**src/rtl/xdma_finish_sender.sv**
```systemverilog
// rtl/xdma_finish_sender.sv - queues finish requests and sends each as one remote write
// Head entry stays in the queue until its write response arrives, then it is popped.
module xdma_finish_sender #(
  parameter int AddrWidth = 48,
  parameter int IdWidth   = 8,
  parameter int DataWidth = 512,
  parameter int Depth     = 4
) (
  input  logic                 clk_i,
  input  logic                 rst_i,
  input  logic                 finish_valid_i,
  output logic                 finish_ready_o,
  input  logic [AddrWidth-1:0] finish_addr_i,
  input  logic [IdWidth-1:0]   finish_dma_id_i,
  output logic                 aw_valid_o,
  input  logic                 aw_ready_i,
  output logic [AddrWidth-1:0] aw_addr_o,
  output logic                 w_valid_o,
  input  logic                 w_ready_i,
  output logic [DataWidth-1:0] w_data_o,
  input  logic                 b_valid_i,
  output logic                 b_ready_o,
  input  logic                 b_error_i,
  output logic                 busy_o,
  output logic                 err_o,
  output logic [15:0]          sent_count_o
);

  localparam int PtrW = $clog2(Depth);
  localparam logic [PtrW:0] DepthCnt = (PtrW + 1)'(Depth);

  localparam logic [1:0] ST_IDLE = 2'd0;
  localparam logic [1:0] ST_SEND = 2'd1;
  localparam logic [1:0] ST_RESP = 2'd2;

  logic [AddrWidth-1:0] addr_mem [Depth];
  logic [IdWidth-1:0]   id_mem   [Depth];
  logic [PtrW-1:0]      wr_ptr;
  logic [PtrW-1:0]      rd_ptr;
  logic [PtrW:0]        count;

  logic [1:0]  state;
  logic        aw_done;
  logic        w_done;
  logic        err_q;
  logic [15:0] sent_count_q;

  logic full;
  logic empty;
  logic push;
  logic pop;
  logic aw_hs;
  logic w_hs;
  logic send_exit;

  assign full  = (count == DepthCnt);
  assign empty = (count == '0);

  // Ready comes from registered occupancy only, so a full queue never accepts in the pop cycle.
  assign finish_ready_o = !full;
  assign push           = finish_valid_i && !full;
  assign pop            = (state == ST_RESP) && b_valid_i;

  assign aw_valid_o = (state == ST_SEND) && !aw_done;
  assign w_valid_o  = (state == ST_SEND) && !w_done;
  assign b_ready_o  = (state == ST_RESP);

  assign aw_hs     = aw_valid_o && aw_ready_i;
  assign w_hs      = w_valid_o && w_ready_i;
  assign send_exit = (aw_done || aw_hs) && (w_done || w_hs);

  assign aw_addr_o    = addr_mem[rd_ptr];
  assign w_data_o     = {{(DataWidth - IdWidth){1'b0}}, id_mem[rd_ptr]};
  assign busy_o       = !empty || (state != ST_IDLE);
  assign err_o        = err_q;
  assign sent_count_o = sent_count_q;

  always_ff @(posedge clk_i) begin
    if (push) begin
      addr_mem[wr_ptr] <= finish_addr_i;
      id_mem[wr_ptr]   <= finish_dma_id_i;
    end
  end

  always_ff @(posedge clk_i) begin
    if (rst_i) begin
      wr_ptr <= '0;
      rd_ptr <= '0;
      count  <= '0;
    end else begin
      if (push) wr_ptr <= wr_ptr + 1'b1;
      if (pop)  rd_ptr <= rd_ptr + 1'b1;
      case ({push, pop})
        2'b10:   count <= count + 1'b1;
        2'b01:   count <= count - 1'b1;
        default: count <= count;
      endcase
    end
  end

  always_ff @(posedge clk_i) begin
    if (rst_i) begin
      state        <= ST_IDLE;
      aw_done      <= 1'b0;
      w_done       <= 1'b0;
      err_q        <= 1'b0;
      sent_count_q <= '0;
    end else begin
      case (state)
        ST_IDLE: begin
          if (!empty) state <= ST_SEND;
        end
        ST_SEND: begin
          if (send_exit) begin
            state   <= ST_RESP;
            aw_done <= 1'b0;
            w_done  <= 1'b0;
          end else begin
            if (aw_hs) aw_done <= 1'b1;
            if (w_hs)  w_done  <= 1'b1;
          end
        end
        ST_RESP: begin
          if (b_valid_i) begin
            state        <= ST_IDLE;
            sent_count_q <= sent_count_q + 16'd1;
            if (b_error_i) err_q <= 1'b1;
          end
        end
        default: state <= ST_IDLE;
      endcase
    end
  end

endmodule

```
**config.mk**
```make
export PLATFORM = sky130hd
export DESIGN_NAME = xdma_finish_sender
export DESIGN_NICKNAME = d
export VERILOG_FILES = /design/src/rtl/xdma_finish_sender.sv
export SDC_FILE = /design/constraint.sdc
export NUM_CORES = 1
export LEC_CHECK = 0
export CAP_MARGIN = 20
export CORE_AREA = 3 3 248 250
export DETAILED_ROUTE_END_ITERATION = 6
export DIE_AREA = 0 0 251 253
export DONT_BUFFER_PORTS = 1
export GPL_TIMING_DRIVEN = 1
export HOLD_SLACK_MARGIN = 0.02
export PLACE_DENSITY = 0.34
export SETUP_SLACK_MARGIN = 0.1
export SYNTH_ARGS = -nofsm -noshare
export SYNTH_HDL_FRONTEND = slang
export SYNTH_SLANG_ARGS = --single-unit
export TNS_END_PERCENT = 30
```
**constraint.sdc**
```tcl
create_clock -name clk_i -period 2.75 [get_ports clk_i]
set_input_delay 0.4125 -clock clk_i [delete_from_list [all_inputs] [get_ports clk_i]]
set_output_delay 0.4125 -clock clk_i [all_outputs]
set_load 0.02 [all_outputs]
```
==> flow_metrics.env, run 1 <==
export IMPL_status="finished, final reports clean"
export IMPL_clk_latency_ps=580
export IMPL_path_class="reg -> out"
export IMPL_hold_class="in -> reg"
export IMPL_drt_total_wl_um=27200
export IMPL_avgSynthCellArea_um2=13.9
export IMPL_ctsResizeCount=0
export IMPL_timing_final_crit_period_ps=2360
export IMPL_synthToLayoutAreaGrowth_pct=7.90
export IMPL_detail_route_iter0_violations=178
export IMPL_fin_crit_sh_pct=86.0
export IMPL_rows=89
export IMPL_critical_path_arrival_ps=1950
export IMPL_hpwlAfterDp_um=19100
export IMPL_grt_usage_pct=7.63
export IMPL_slew_limit_headroom_pct=64.1
export IMPL_clk_pin_slew_worst_paths_ps=60
export IMPL_start_util_pct=22.3
export IMPL_fin_nets=1126
export IMPL_avgRoutedWirePerCell_um=14.7
export IMPL_vias=5731
export IMPL_slew_violations=0
export IMPL_synth_cell_type_count=38
export IMPL_fin_area_um2=14300
export IMPL_yosys_top_cells_area="edfxtp_1 (51%), buf_4 (29%), mux4_2 (9.5%)"
export IMPL_h_tree_depth=1
export IMPL_postRouteAntennaNets=0
export IMPL_end_kind="output port"
export IMPL_final_setup_tns_ps=0
export IMPL_ys_seq_elements=254
export IMPL_grt_antenna_before_repair=2
export IMPL_synth_warnings=0
export IMPL_path_max_fanout=9
export IMPL_grt_pass1_wl_um=36300
export IMPL_dpl_instance_area_um2=12600
export IMPL_grt_pass1_vias=5239
export IMPL_clock_skew_ps=11.3
export IMPL_finalSetupViolCount=0
export IMPL_die_h_um=253
export IMPL_ir_worst_vdd_v=0.000498
export IMPL_numCtsBuffers=30
export IMPL_gp_congestion=0.637
export IMPL_whs_ps=79.9
export IMPL_tightestPinTransition_ps=537
export IMPL_p_leak_nw=5.49
export IMPL_syn_inst=953
export IMPL_setup_slack_ps=385
export IMPL_cts_root_buf="clkbuf_16"
export IMPL_drive_gt1_share_pct=13.0
export IMPL_max_freq_mhz=423
export IMPL_cts_sinks=254
export IMPL_p_per_area_nw_per_um2=689
export IMPL_dieArea_um2=63500
export IMPL_ioPinCount=645
export IMPL_grt_max_degree=46
export IMPL_hold_viol_final=0
export IMPL_die_x_um=251
export IMPL_synth_seq_area_share_pct=55.3
export IMPL_synth_top_cell_area_share_pct=50.8
export IMPL_n_antenna_cell=0
export IMPL_first_pass_iters=5
export IMPL_overflow=0
export IMPL_pre_cts_ws_ps=492
export IMPL_grt_setup_unrepaired="false"
export IMPL_critical_path_required_ps=2340
export IMPL_viasPerCell=3.10
export IMPL_yosys_area_top_type="edfxtp_1"
export IMPL_clock_path_buffers=3
export IMPL_drc=0
export IMPL_core_um2=59200
export IMPL_instances_no_fill=1851
export IMPL_cp_start_kind="flip-flop"
export IMPL_synth_area_um2=13200
export IMPL_cts_tree="done"
export IMPL_maxCapViolations=0
export IMPL_io_buffers=0
export IMPL_place_inst=1732
metal layers:
metal / part of all wire (%) / track usage, % / wire [µm]
met1: 37 / 8.93 / 9930
met4: 2.4 / 2.19 / 660
met2: 53 / 13.3 / 14400
met3: 8.1 / 2.56 / 2210
met5: 0.096 / 0 / 26
cell usage in the layout (no fill, tap or decap), types with 2 or more instances in the layout:
| cell | n |
|---|---|
| or3_1 | 2 |
| clkinv_1 | 5 |
| inv_1 | 8 |
| conb_1 | 504 |
| and3_4 | 4 |
| buf_4 | 14 |
| nand2_1 | 8 |
| a21oi_1 | 10 |
| nand2b_1 | 3 |
| nor3_1 | 5 |
| buf_12 | 13 |
| nor2b_1 | 3 |
| edfxtp_1 | 224 |
| mux4_2 | 56 |
| o21ai_0 | 2 |
| ha_1 | 6 |
| clkinv_2 | 5 |
| dfxtp_4 | 2 |
| xor2_1 | 6 |
| nand3_1 | 4 |
| dlygate4sd3_1 | 60 |
| nor4_1 | 5 |
| bufinv_16 | 6 |
| clkbuf_1 | 5 |
| dfxtp_1 | 28 |
| nor2_1 | 28 |
| clkbuf_16 | 30 |
| xnor2_1 | 10 |
| nand4_1 | 4 |
synth_stat cells (all sizes together):
master and count:
ha 6, edfxtp 224, o21ai 2, nor3 5, and3 5, clkbuf 6, dfxtp 30, nand3 4
nand2b 3, o221ai 1, xor2 6, nor2 28, nor4b 1, nand3b 1, inv 8, nor2b 3
nand4b 1, xnor2 10, fa 1, nor4 6, a31o 1, clkinv 1, nand4 5, mux4 56
conb 1, or3 2, or3b 1, mux2 2, nand2 8, buf 513, and2b 1, and2 1
a21oi 10
what timing repair did:
| action | 4_1_cts | 5_1_grt |
|---|---|---|
| hold buffers | 61 | 0 |
| endpoints found under the hold margin | 253 | 0 |
| buffers inserted | 4 | 0 |
| setup endpoints to repair | 41 | 0 |
path summary, 6_finish.rpt:
| path | startpoint | end | slack [ps] | cells past startpoint |
|---|---|---|---|---|
| setup / recovery | flip-flop | aw_addr_o[12] | 390 | 3 |
| hold / removal | rst_i | sent_count_o[15]$_SDFFE_PP0P_ | 80 | 2 |
| setup reg to reg | count[2]$_SDFFE_PP0P_ | count[2]$_SDFFE_PP0P_ | 480 | 9 |
| hold reg to reg | count[2]$_SDFFE_PP0P_ | count[2]$_SDFFE_PP0P_ | 500 | 2 |
worst max-delay path, stage by stage, from the launching register on:
cell     delay (ps)
dfxtp_4         370
buf_12          140
buf_4           230
mux4_2          620
layout make-up:
type | count | area [µm²]
inverters | 9 | 33.8
repair buffers | 87 | 966
flip-flops and latches | 254 | 7330
clock inverters | 19 | 275
clock buffers | 35 | 769
multi-input cells | 674 | 3940
well taps | 773 | 967
fillers | 6268 | 45000
report_power, final:
group	switching (mW)	leakage (nW)	internal [mW]
sequential	0.0499	2.30	4.39
combinational	1.02	2.69	0.236
clock	1.59	0.506	2.57
through the flow:
stage	utilization (%)	power [mW]
finish	24.1	9.84
global route	24.1	10.3
CTS	24.1	10.1
detailed placement	21.2	5.66
global placement	21.2	5.66
floorplan	-	6.02
state kept, by name, indices dropped and copies added (netlist names), named ones only:
name          count
addr_mem        192
aw_done           1
count             3
err_o             1
id_mem           32
rd_ptr            2
sent_count_o     16
state             2
w_done            1
wr_ptr            2
cells by family after synthesis:
family	after synthesis	synth area share, %
and+or+nand+nor	75	3.22
other	1	0.0283
xor gates and xnor gates	16	1.06
DFF	254	55.3
muxes	58	9.72
adders and majority gates	7	0.718
buffers and inverters	528	29.3
AOI/OAI and AO/OA	14	0.586
Power figures use the tool's default switching activity.
==> run 2, diff against run 1 <==
--- a/config.mk
+++ b/config.mk
@@ -5,10 +5,12 @@
 export SDC_FILE = /design/constraint.sdc
 export NUM_CORES = 1
 export LEC_CHECK = 0
+export ABC_AREA = 1
 export CAP_MARGIN = 20
-export CORE_AREA = 3 3 248 250
+export CORE_AREA = 2 2 250 252
+export CTS_CLUSTER_DIAMETER = 150
 export DETAILED_ROUTE_END_ITERATION = 6
-export DIE_AREA = 0 0 251 253
+export DIE_AREA = 0 0 252 254
 export DONT_BUFFER_PORTS = 1
 export GPL_TIMING_DRIVEN = 1
 export HOLD_SLACK_MARGIN = 0.02
==> flow_metrics.env, run 2 <==
export IMPL_status="finished, final reports clean"
export IMPL_ioPinCount=645
export IMPL_drt_total_wl_um=30700
export IMPL_timing_rr_start="state[1]$_SDFFE_PP0P_"
export IMPL_cts_sinks=254
export IMPL_max_freq_mhz=395
export IMPL_synth_warnings=0
export IMPL_hp_start="b_valid_i"
export IMPL_setup_slack_ps=217
export IMPL_clock_path_buffers=3
export IMPL_pre_cts_ws_ps=560
export IMPL_overflow=0
export IMPL_whs_ps=71.2
export IMPL_netlist_top_cells_count="buf_4 (510), edfxtp_1 (224), nor2_1 (142), o21ai_0 (103), o22ai_1 (56)"
export IMPL_synthArstFlopShare_pct=0
export IMPL_cp_start_kind="flip-flop"
export IMPL_critical_path_required_ps=2340
export IMPL_p_switching_mw=2.66
export IMPL_fin_nets=1399
export IMPL_max_stage_delay_ps=550
export IMPL_p_per_area_nw_per_um2=680
export IMPL_r2r_setup_slack_ps=710
export IMPL_crit_chain="buf_4, o21ai_0, o22ai_1"
export IMPL_clk_pin_slew_worst_paths_ps=60
export IMPL_drc=0
export IMPL_n_fill_cell=6527
export IMPL_comb_power_share_pct=11.8
export IMPL_final_common_cell="conb_1"
export IMPL_finalSetupViolCount=0
export IMPL_drive_gt1_share_pct=7.17
export IMPL_tightestPinTransition_ps=616
export IMPL_rows=91
export IMPL_numCtsBuffers=34
export IMPL_seq_power_share_pct=45.0
export IMPL_dieArea_um2=64000
export IMPL_synth_area_um2=13500
export IMPL_regMostFlops="addr_mem"
export IMPL_slew_limit_headroom_pct=59.6
export IMPL_critical_path_arrival_ps=2120
export IMPL_hpwlAfterDp_um=18500
export IMPL_synth_top_cell_area_share_pct=49.9
export IMPL_synth_cell_type_count=27
export IMPL_pwr_share_clk_pct=43.2
export IMPL_path_max_fanout=31
export IMPL_cts_tree="done"
export IMPL_min_path_cells=3
export IMPL_end_kind="output port"
export IMPL_r2r_cells=9
export IMPL_cp_slowest_cell="dfxtp_4"
export IMPL_die_x_um=252
export IMPL_timing_final_crit_period_ps=2530
export IMPL_fin_crit_sh_pct=92.1
export IMPL_clk_latency_ps=520
export IMPL_ir_worst_vdd_v=0.000455
export IMPL_start_util_pct=22.0
export IMPL_gp_congestion=0.685
export IMPL_syn_inst=1245
export IMPL_final_setup_tns_ps=0
export IMPL_h_tree_depth=2
export IMPL_detail_route_iter0_violations=246
export IMPL_yosysMostFrequentCell="buf_4"
export IMPL_mostFrequentLayoutCells="conb_1 (504), edfxtp_1 (224), nor2_1 (138)"
export IMPL_ys_flop_type="edfxtp_1"
export IMPL_cts_root_buf="clkbuf_16"
export IMPL_largest_reg_flops=192
export IMPL_synth_seq_area_share_pct=54.4
export IMPL_first_pass_iters=4
export IMPL_vias=7244
export IMPL_grt_setup_unrepaired="true"
export IMPL_postRouteAntennaNets=0
export IMPL_grt_usage_pct=8.81
export IMPL_r2r_end="count[2]$_SDFFE_PP0P_"
export IMPL_p_leak_nw=5.76
export IMPL_grt_pass1_vias=6447
export IMPL_hold_viol_final=0
export IMPL_grt_antenna_before_repair=5
export IMPL_core_um2=61300
export IMPL_switching_share_pct=27.2
export IMPL_fin_util_pct=23.6
export IMPL_postCtsSetupRepairBufs=0
export IMPL_synth_edf_count=224
export IMPL_min_to="state[1]$_SDFFE_PP0P_"
export IMPL_clock_skew_ps=10.8
export IMPL_p_int_mw=7.15
export IMPL_slew_violations=0
export IMPL_synthToLayoutAreaGrowth_pct=7.12
export IMPL_ys_seq_elements=254
export IMPL_p_total_mw=9.81
export IMPL_grt_max_degree=65
export IMPL_yosys_area_top_type="edfxtp_1"
export IMPL_yosys_top_cells_area="edfxtp_1 (50%), buf_4 (28%), dfxtp_1 (4.5%)"
export IMPL_die_h_um=254
export IMPL_maxCapViolations=0
export IMPL_grt_pass1_wl_um=42100
export IMPL_avgRoutedWirePerCell_um=14.3
export IMPL_io_buffers=0
export IMPL_viasPerCell=3.38
export IMPL_path_class="reg -> out"
export IMPL_hold_class="in -> reg"
export IMPL_avgSynthCellArea_um2=10.8
run 2: logic make-up (layout without fill, tap and decap cells):
group / count (synthesis) / after routing / share of synthesized area (%)
and+or+nand+nor: 190 / 190 / 5.96
buffers and inverters: 584 / 188 / 30.6
adders and majority gates: 7 / 7 / 0.706
other: 1 / 506 / 0.0278
DFF: 254 / 254 / 54.4
xor gates and xnor gates: 2 / 2 / 0.130
AOI/OAI and AO/OA: 207 / 207 / 8.23
run 2: worst max-delay path, delay by kind of cell (launching register included):
kind	cells	cell delay, ps
buffers and inverters	1	400
AO/OA/AOI/OAI	2	650
flip-flops	1	550
run 2: repair_timing:
item / in CTS / in global routing
setup endpoints to repair: 34 / 10
endpoints found under the hold margin: 233 / 0
resized for setup: 2 / 3
hold buffers: 58 / 0
run 2: worst max path at each step:
stage / to / start / cells past startpoint
finish: aw_addr_o[8] / flip-flop / 3
global route: aw_addr_o[8] / flip-flop / 3
CTS: aw_addr_o[31] / flip-flop / 3
detailed placement: aw_addr_o[31] / flip-flop / 3
global placement: aw_addr_o[33] / flip-flop / 3
floorplan: addr_mem[0][0]$_DFFE_PP_ / count[1]$_SDFFE_PP0P_ / 4
run 2: metrics by stage:
stage | cell area, µm² | std cells
4_1_cts | 14400 | 2142
3_3_place_gp | 12700 | 2025
6_report | 14400 | 2144
3_5_place_dp | 12700 | 2025
5_1_grt | 14400 | 2144
2_1_floorplan | 15400 | 1748
run 2: cell type report:
class | instances | area (µm²) | share of cell area, %
tap | 790 | 988 | 6.85
inverter | 42 | 160 | 1.11
antenna | 2 | 5.00 | 0.0347
clock buffer | 41 | 941 | 6.52
multi-input combinational | 910 | 3970 | 27.5
timing repair buffer | 87 | 902 | 6.25
sequential | 254 | 7330 | 50.8
clock inverter | 18 | 136 | 0.945
run 2: metal layers:
layer | wire [µm] | global-route usage [%] | up-vias
li1 | - | - | 3378
met1 | 12300 | 10.5 | 3522
met2 | 15600 | 14.9 | 293
met3 | 2120 | 3.01 | 45
met4 | 619 | 2.82 | 6
met5 | 34 | 0 | -
run 2: power groups by stage:
stage                     Sequential, mW  Combinational, mW  Clock [mW]
after CTS                           4.42               1.16        4.42
final                               4.42               1.16        4.23
after global routing                4.43               1.26        4.56
after detailed placement            4.50               1.05           0
after global placement              4.50               1.05           0
after floorplan                     4.49               1.43           0
==> run 3, diff against run 2 <==
==> constraint.sdc (replaced) <==
create_clock -name clk_i -period 2.75 [get_ports clk_i]
set_input_delay 0.275 -clock clk_i [delete_from_list [all_inputs] [get_ports clk_i]]
set_output_delay 0.275 -clock clk_i [all_outputs]
set_load 0.02 [all_outputs]
==> flow_metrics.env, run 3 (synthesis results as in run 2) <==
export IMPL_first_pass_iters=6
export IMPL_postCtsSetupRepairBufs=0
export IMPL_final_setup_tns_ps=0
export IMPL_slew_violations=0
export IMPL_mostFrequentLayoutCells="conb_1 (504), edfxtp_1 (224), nor2_1 (138)"
export IMPL_drt_total_wl_um=30100
export IMPL_ctsResizeCount=0
export IMPL_numCtsBuffers=34
export IMPL_p_int_mw=7.09
export IMPL_vias=7095
export IMPL_clock_skew_ps=21.4
export IMPL_max_freq_mhz=424
export IMPL_path_class="reg -> out"
export IMPL_end_kind="output port"
export IMPL_regMostFlops="addr_mem"
export IMPL_drive_gt1_share_pct=6.45
export IMPL_postRouteAntennaNets=0
export IMPL_start_util_pct=22.0
export IMPL_final_common_cell="conb_1"
export IMPL_instances_no_fill=2140
export IMPL_avgRoutedWirePerCell_um=14.1
export IMPL_die_h_um=254
export IMPL_path_max_fanout=24
export IMPL_comb_power_share_pct=11.7
export IMPL_drc=0
export IMPL_postCtsHoldBufs=60
export IMPL_fin_nets=1394
export IMPL_dieArea_um2=64000
export IMPL_h_tree_depth=2
export IMPL_fin_util_pct=23.4
export IMPL_overflow=0
export IMPL_clock_path_buffers=3
export IMPL_hold_viol_final=0
export IMPL_finalSetupViolCount=0
export IMPL_cts_tree="done"
export IMPL_io_buffers=0
export IMPL_status="finished, final reports clean"
export IMPL_fin_crit_sh_pct=85.9
export IMPL_grt_pass1_wl_um=41700
export IMPL_maxCapViolations=0
export IMPL_hpwlAfterDp_um=18600
export IMPL_clk_latency_ps=520
export IMPL_hold_class="in -> reg"
export IMPL_die_x_um=252
export IMPL_core_um2=61300
export IMPL_grt_pass1_vias=6343
export IMPL_p_per_area_nw_per_um2=681
export IMPL_clk_pin_slew_worst_paths_ps=50
export IMPL_pwr_share_clk_pct=43.2
export IMPL_seq_power_share_pct=45.1
export IMPL_detail_route_iter0_violations=207
export IMPL_critical_path_arrival_ps=2090
export IMPL_grt_antenna_before_repair=6
export IMPL_gp_congestion=0.665
export IMPL_ioPinCount=645
export IMPL_cts_root_buf="clkbuf_16"
export IMPL_viasPerCell=3.32
export IMPL_critical_path_required_ps=2480
export IMPL_rows=91
export IMPL_r2r_setup_slack_ps=770
export IMPL_p_leak_nw=5.72
export IMPL_timing_final_crit_period_ps=2360
export IMPL_cp_start_kind="flip-flop"
export IMPL_p_switching_mw=2.69
export IMPL_grt_setup_unrepaired="false"
export IMPL_place_inst=2018
export IMPL_switching_share_pct=27.5
export IMPL_cts_sinks=254
export IMPL_slew_limit_headroom_pct=57.2
export IMPL_ir_worst_vdd_v=0.000350
export IMPL_synthToLayoutAreaGrowth_pct=6.57
export IMPL_tightestPinTransition_ps=652
export IMPL_grt_max_degree=78
export IMPL_grt_usage_pct=8.70
export IMPL_largest_reg_flops=192
run 3: final cells by class:
cell class,instances,area [µm²]
Fill cell,6635,46900
Sequential cell,254,7330
Multi-Input combinational cell,910,3950
Tap cell,790,988
Clock buffer,41,877
Timing Repair Buffer,82,866
Clock inverter,20,190
Inverter,42,160
Antenna cell,1,2.50
run 3: final timing paths:
path / start / end / depth (start not counted)
worst min-delay path: aw_ready_i / aw_done$_SDFFE_PP0P_ / 4
worst max register to register: count[1]$_SDFFE_PP0P_ / count[2]$_SDFFE_PP0P_ / 10
worst max-delay path: flip-flop / aw_addr_o[30] / 4
worst min register to register: count[2]$_SDFFE_PP0P_ / count[2]$_SDFFE_PP0P_ / 2
run 3: per-stage QoR:
| stage | power (mW) | hold WS (ps) | setup WS [ps] | instance area [µm²] |
|---|---|---|---|---|
| after detailed placement | 5.53 | 348 | 773 | 12700 |
| final | 9.78 | 82.6 | 389 | 14400 |
| after floorplan | 5.92 | 374 | 33.9 | 15400 |
| after global placement | 5.53 | 346 | 710 | 12700 |
| after global routing | 10.2 | 133 | 207 | 14400 |
| after CTS | 9.95 | 50.6 | 265 | 14400 |
run 3: power groups by stage:
stage	combinational, mW	clock, mW	sequential, mW
finish	1.15	4.22	4.41
global route	1.25	4.53	4.43
CTS	1.14	4.39	4.41
detailed placement	1.03	0	4.50
global placement	1.03	0	4.50
floorplan	1.43	0	4.49
run 3: critical path: stages, from the launching register on:
cell     delay (ps)
dfxtp_4         360
inv_4           270
buf_4           340
nor2_1           70
o22ai_1         500
run 3: per-layer routing:
metal  GRT usage (%)  share of wire [%]  up-vias  wire length, µm
li1                -                  -     3367                -
met5               0               0.14        -               41
met4            2.77                1.9        6              585
met2            14.8                 51      287            15400
met3            2.83                6.7       45             2020
met1            10.4                 40     3390            12100
